$ cat src/rtl/ps2_frame_rx.sv
`timescale 1ns/1ps
// ----------------------------------------------------------------------------
// ps2_frame_rx
//
// Front end of the keyboard path. Receives PS/2 device-to-host frames
// (start, d0..d7, odd parity, stop; LSB first), checks the spacing of the
// ps2Clk falling edges and the frame format, and presents each good byte on
// `data` with a level-style `dataReady`. A sticky `error` flags any malformed
// or mistimed frame; it clears at the next start edge or on reset.
//
// Ports:
//   clk        in   system clock
//   reset      in   asynchronous, active-high reset
//   ps2Clk     in   raw PS/2 clock from the pad (asynchronous)
//   ps2Data    in   raw PS/2 data from the pad (asynchronous)
//   data       out  [7:0] last validly received byte
//   dataReady  out  high while `data` holds a fresh byte; drops at next start
//   error      out  sticky frame/timing fault flag
//
// Parameters:
//   counterBits  width of the saturating clk-cycle interval counter
//   minClk       shortest legal spacing (clk cycles) between in-frame falls
//   maxClk       longest legal spacing; also the in-frame timeout
//   readAt       clk cycles after a synchronized fall at which data is sampled
// ----------------------------------------------------------------------------
module ps2_frame_rx #(
    parameter int counterBits = 8,
    parameter int minClk      = 15,
    parameter int maxClk      = 25,
    parameter int readAt      = 5
) (
    input  logic       clk,
    input  logic       reset,
    input  logic       ps2Clk,
    input  logic       ps2Data,
    output logic [7:0] data,
    output logic       dataReady,
    output logic       error
);

    typedef enum logic [1:0] {
        ST_IDLE  = 2'd0,
        ST_FRAME = 2'd1,
        ST_CHECK = 2'd2
    } state_t;

    localparam logic [counterBits-1:0] CNT_MAX = {counterBits{1'b1}};
    localparam logic [counterBits-1:0] MIN_C   = counterBits'(minClk);
    localparam logic [counterBits-1:0] MAX_C   = counterBits'(maxClk);
    localparam logic [counterBits-1:0] READ_C  = counterBits'(readAt);
    localparam logic [3:0]             LAST_BIT = 4'd10;

    // True when the nine bits (d0..d7 plus parity) hold an odd number of ones.
    function automatic logic odd_ones(input logic [8:0] bits);
        return ^bits;
    endfunction

    // Synchronizers; they idle high like the bus itself.
    logic clk_meta_r;
    logic clk_sync_r;
    logic clk_prev_r;
    logic data_meta_r;
    logic data_sync_r;
    logic fall_s;

    // Interval counter and its "cycles since the last fall" view.
    logic [counterBits-1:0] cnt_r;
    logic [counterBits-1:0] elapsed_s;

    // FSM and frame datapath.
    state_t      state_r;
    state_t      state_nxt_s;
    logic [3:0]  bit_idx_r;
    logic [10:0] frame_r;
    logic [7:0]  data_r;
    logic        ready_r;
    logic        err_r;

    // Timing events and datapath strobes.
    logic timeout_s;
    logic bad_fall_s;
    logic sample_s;
    logic frame_ok_s;
    logic start_s;
    logic abort_s;
    logic take_s;
    logic accept_s;
    logic reject_s;

    // Two-flop synchronizers for both pad inputs plus the previous clock level.
    always_ff @(posedge clk or posedge reset) begin
        if (reset) begin
            clk_meta_r  <= 1'b1;
            clk_sync_r  <= 1'b1;
            clk_prev_r  <= 1'b1;
            data_meta_r <= 1'b1;
            data_sync_r <= 1'b1;
        end else begin
            clk_meta_r  <= ps2Clk;
            clk_sync_r  <= clk_meta_r;
            clk_prev_r  <= clk_sync_r;
            data_meta_r <= ps2Data;
            data_sync_r <= data_meta_r;
        end
    end

    assign fall_s = clk_prev_r & ~clk_sync_r;

    // cnt_r is cleared by a fall and reads 0 the cycle after it, so the
    // saturated increment equals the number of cycles since the last fall,
    // including in the cycle of the next fall where the spacing is judged.
    assign elapsed_s = (cnt_r == CNT_MAX) ? cnt_r : (cnt_r + counterBits'(1));

    // Saturating interval counter, restarted by every synchronized fall.
    always_ff @(posedge clk or posedge reset) begin
        if (reset) begin
            cnt_r <= {counterBits{1'b0}};
        end else if (fall_s) begin
            cnt_r <= {counterBits{1'b0}};
        end else begin
            cnt_r <= elapsed_s;
        end
    end

    // A timeout outranks a fall arriving in the same cycle, so such a fall
    // is never mistaken for a new start bit.
    assign timeout_s  = (elapsed_s > MAX_C);
    assign bad_fall_s = fall_s & ((elapsed_s < MIN_C) | (elapsed_s > MAX_C));
    assign sample_s   = ~fall_s & (elapsed_s == READ_C);
    assign frame_ok_s = ~frame_r[0] & frame_r[10] & odd_ones(frame_r[9:1]);

    // FSM state register.
    always_ff @(posedge clk or posedge reset) begin
        if (reset) begin
            state_r <= ST_IDLE;
        end else begin
            state_r <= state_nxt_s;
        end
    end

    // FSM next-state logic.
    always_comb begin
        state_nxt_s = state_r;
        case (state_r)
            ST_IDLE: begin
                if (fall_s) begin
                    state_nxt_s = ST_FRAME;
                end else begin
                    state_nxt_s = ST_IDLE;
                end
            end
            ST_FRAME: begin
                if (timeout_s || bad_fall_s) begin
                    state_nxt_s = ST_IDLE;
                end else if (sample_s && (bit_idx_r == LAST_BIT)) begin
                    state_nxt_s = ST_CHECK;
                end else begin
                    state_nxt_s = ST_FRAME;
                end
            end
            ST_CHECK: begin
                state_nxt_s = ST_IDLE;
            end
            default: begin
                state_nxt_s = ST_IDLE;
            end
        endcase
    end

    // FSM output logic: one datapath strobe per cycle at most.
    always_comb begin
        start_s  = 1'b0;
        abort_s  = 1'b0;
        take_s   = 1'b0;
        accept_s = 1'b0;
        reject_s = 1'b0;
        case (state_r)
            ST_IDLE: begin
                start_s = fall_s;
            end
            ST_FRAME: begin
                if (timeout_s || bad_fall_s) begin
                    abort_s = 1'b1;
                end else if (sample_s) begin
                    take_s = 1'b1;
                end else begin
                    take_s = 1'b0;
                end
            end
            ST_CHECK: begin
                if (frame_ok_s) begin
                    accept_s = 1'b1;
                end else begin
                    reject_s = 1'b1;
                end
            end
            default: begin
                abort_s = 1'b0;
            end
        endcase
    end

    // Frame datapath: bit capture, delivered byte and the two status flags.
    always_ff @(posedge clk or posedge reset) begin
        if (reset) begin
            bit_idx_r <= 4'd0;
            frame_r   <= 11'd0;
            data_r    <= 8'd0;
            ready_r   <= 1'b0;
            err_r     <= 1'b0;
        end else if (start_s) begin
            bit_idx_r <= 4'd0;
            ready_r   <= 1'b0;
            err_r     <= 1'b0;
        end else if (abort_s) begin
            err_r <= 1'b1;
        end else if (take_s) begin
            for (int i = 0; i < 11; i++) begin
                if (bit_idx_r == 4'(i)) begin
                    frame_r[i] <= data_sync_r;
                end
            end
            bit_idx_r <= bit_idx_r + 4'd1;
        end else if (accept_s) begin
            data_r  <= frame_r[8:1];
            ready_r <= 1'b1;
        end else if (reject_s) begin
            err_r <= 1'b1;
        end else begin
            err_r <= err_r;
        end
    end

    assign data      = data_r;
    assign dataReady = ready_r;
    assign error     = err_r;

endmodule

$ cat config.mk
export PLATFORM = sky130hd
export DESIGN_NAME = ps2_frame_rx
export DESIGN_NICKNAME = d
export VERILOG_FILES = /design/src/rtl/ps2_frame_rx.sv
export SDC_FILE = /design/constraint.sdc
export NUM_CORES = 1
export LEC_CHECK = 0
export CORE_MARGIN = 5
export CORE_UTILIZATION = 60
export CTS_BUF_LIST = sky130_fd_sc_hd__clkbuf_4
export DETAILED_ROUTE_END_ITERATION = 10
export PLACE_DENSITY = 0.85
export SYNTH_ARGS = -nofsm -noshare
export SYNTH_HDL_FRONTEND = slang
export SYNTH_SLANG_ARGS = --single-unit
$ cat constraint.sdc
create_clock -name clk -period 4.75 [get_ports clk]
set_input_delay 0.95 -clock clk [delete_from_list [all_inputs] [get_ports clk]]
set_output_delay 0.95 -clock clk [all_outputs]
set_load 0.05 [all_outputs]
==> qor.yml <==
timing.final.crit_share_pct: 53.9
fin_setup_tns_ns: 0
path_clk_slew_ns: 0.10
status: "finished clean"
hold_start: "data_meta_r"
start_util_pct: 62.6
slew_headroom_pct: 45.3
syn_to_final_growth_pct: 8.79
synth_edf_count: 0
synth.net_count: 194
p_leak_nw: 1.05
slew_violations: 0
wl_per_cell_um: 16.2
clock.fmax_ghz: 0.390
reg2reg_from: "cnt_r[0]"
crit_start: "cnt_r[0]"
ys.flop_type: "dfrtp_1"
synth_area_leaders: "dfrtp_1 (42%), mux2_2 (6.4%), dfstp_2 (6.2%)"
htreeDepth: 2
ir_worst_vdd_mv: 0.288
post-cts-setup-buffers: 0
coreArea_um2: 3360
cp.required_ns: 4.99
place.gp.congestion: 0.878
cts_made_buffers: 5
grt_use_total_pct: 17.6
async_reset_ff_share_pct: 100
ys_seq_area_share_pct: 47.8
arrival_ns: 2.80
wl_um: 3900
clkLatencyLatePin_ns: 0.35
grt_pass1_wl_um: 6730
worst_pin_slew_ns: 0.820
io_buffers: 13
cts_tree: "built"
drt.antenna.violating_nets: 0
postSynthRegisterBits: 40
die_area_um2: 4800
cts_sinks: 40
cts_resized: 0
synth_cell_types: 47
clock-root-buffer: "clkbuf_4"
fin_skew_ns: 0.00520
die_y_um: 69.3
finalHoldViolCount: 0
synth_commonest_cells: "dfrtp_1 (35), mux2_2 (12), nand4_1 (11), xnor2_1 (9)"
ios: 14
yosys.cell_count.top_type: "dfrtp_1"
cts_hold_buf: 0
hpwlAfterDp_um: 2890
grt_overflow: 0
grt_pass1_vias: 1444
synth_area_um2: 2110
drv_cap: 0
min_path_type: "reg -> reg"
critPathMaxFanout: 14
fin_hold_ws_ns: 0.362
cp-end-kind: "flop"
worst-setup-path-type: "reg -> reg"
setup.worst_path.start_class: "flop"
final_nets: 204
drive_gt1_share_pct: 16.9
ys_warn_count: 0
via_count: 1448
syn_avg_cell_area_um2: 11.4
drc_errors: 0
clockBufferDepth: 2
rsz0062_at_grt: "no"
die_w_um: 69.3
drtPass1Iterations: 4
grt_antenna_before_repair: 0
grt_start_max_net_pins: 23
setup-violations-final: 0
netlist_instances: 185
period_minus_slack_ns: 2.56
n_antenna_cell: 0
routed_via_density: 6.01
rows: 21
synth_largest_area_cell: "dfrtp_1"
netlist.area_leader.share_pct: 41.6
drt_iter0_markers: 63
powerDensity_nw_per_um2: 360
## state kept, by name (all words and copies together) (netlist names)
signal and count:
frame_r 11, data_sync_r 1, clk_prev_r 1, dataReady 1, clk_meta_r 1, clk_sync_r 1, bit_idx_r 4, data 8
state_r 2, cnt_r 8, data_meta_r 1, error 1
## per-layer routing
layer,track usage [%],wire [um]
met1,23.0,1720
met2,27.5,1900
met3,3.91,203
met4,8.89,70
met5,0,0
## cell families after synthesis
| kind of cell | share of synthesized area [%] |
|---|---|
| AND/OR/NAND/NOR | 19.5 |
| AO/OA/AOI/OAI | 7.66 |
| buffers and inverters | 3.92 |
| adder cells (fa/ha/maj) | 2.97 |
| XOR/XNOR | 6.06 |
| multiplexers | 12.1 |
| flip-flops | 47.8 |
## final timing paths
| check | slack (ns) | cells past startpoint | endpoint |
|---|---|---|---|
| worst max-delay path | 2.19 | 6 | frame_r[3] |
| worst min-delay path | 0.36 | 0 | data_sync_r |
| worst max register to register | 2.19 | 6 | frame_r[3] |
| worst min register to register | 0.36 | 0 | data_sync_r |
| max in group asynchronous | 2.88 | 3 | data_sync_r |
| min in group asynchronous | 1.06 | 2 | data[1] |
## report_power, final
group / switching, mW / leakage (nW) / internal (mW) / total (mW)
Combinational: 0.137 / 0.490 / 0.102 / 0.239
Clock: 0.101 / 0.0315 / 0.0602 / 0.161
Sequential: 0.0489 / 0.530 / 0.376 / 0.425
## cell type report
cell class / instances / area [um2]
Clock buffer: 6 / 45.0
Tap cell: 46 / 57.6
Fill cell: 280 / 1070
Timing Repair Buffer: 14 / 138
Clock inverter: 1 / 5.00
Inverter: 6 / 22.5
Sequential cell: 40 / 1010
Multi-Input combinational cell: 128 / 1020
## metrics by stage
| step | cell area (um2) | utilization, % | setup slack (ns) | std cells | power, mW |
|---|---|---|---|---|---|
| global route | 2290 | 68.2 | 1.98 | 241 | 0.873 |
| floorplan | 2110 | - | 2.57 | 185 | 0.625 |
| CTS | 2290 | 68.2 | 2.20 | 241 | 0.829 |
| finish | 2290 | 68.2 | 2.19 | 241 | 0.826 |
| detailed placement | 2240 | 66.7 | 2.22 | 234 | 0.668 |
| global placement | 2240 | 66.7 | 2.33 | 234 | 0.651 |
## cells in the final DEF (no fill, tap or decap), types with 2 or more instances in the layout
cell type        Yosys  final
xnor2_1              9      9
o31ai_1              2      2
o21ai_0              3      3
a31oi_1              5      5
ha_1                 5      5
nand2b_1             7      7
nand4_1             11     11
nand2_1              7      7
clkdlybuf4s50_1      0     13
dfrtp_1             35     35
nor2b_1              4      4
inv_1                6      6
mux2_2              12     12
dfstp_2              5      5
a21oi_1              4      4
clkbuf_4             0      6
mux2i_1              4      4
nor2_1               7      7
nor3_1               4      4
mux2_1               7      7
and3_1               5      5
xor2_1               3      3
nand3_1              7      7
## critical path, cell delays in order (launching register included)
cell and delay, ns:
dfrtp_1 0.50, ha_1 0.44, nor4_4 0.31, nand3_2 0.17
nor3b_4 0.49, nand4_1 0.18, mux2_1 0.35
No activity file was read; power rests on OpenSTA's default activity.
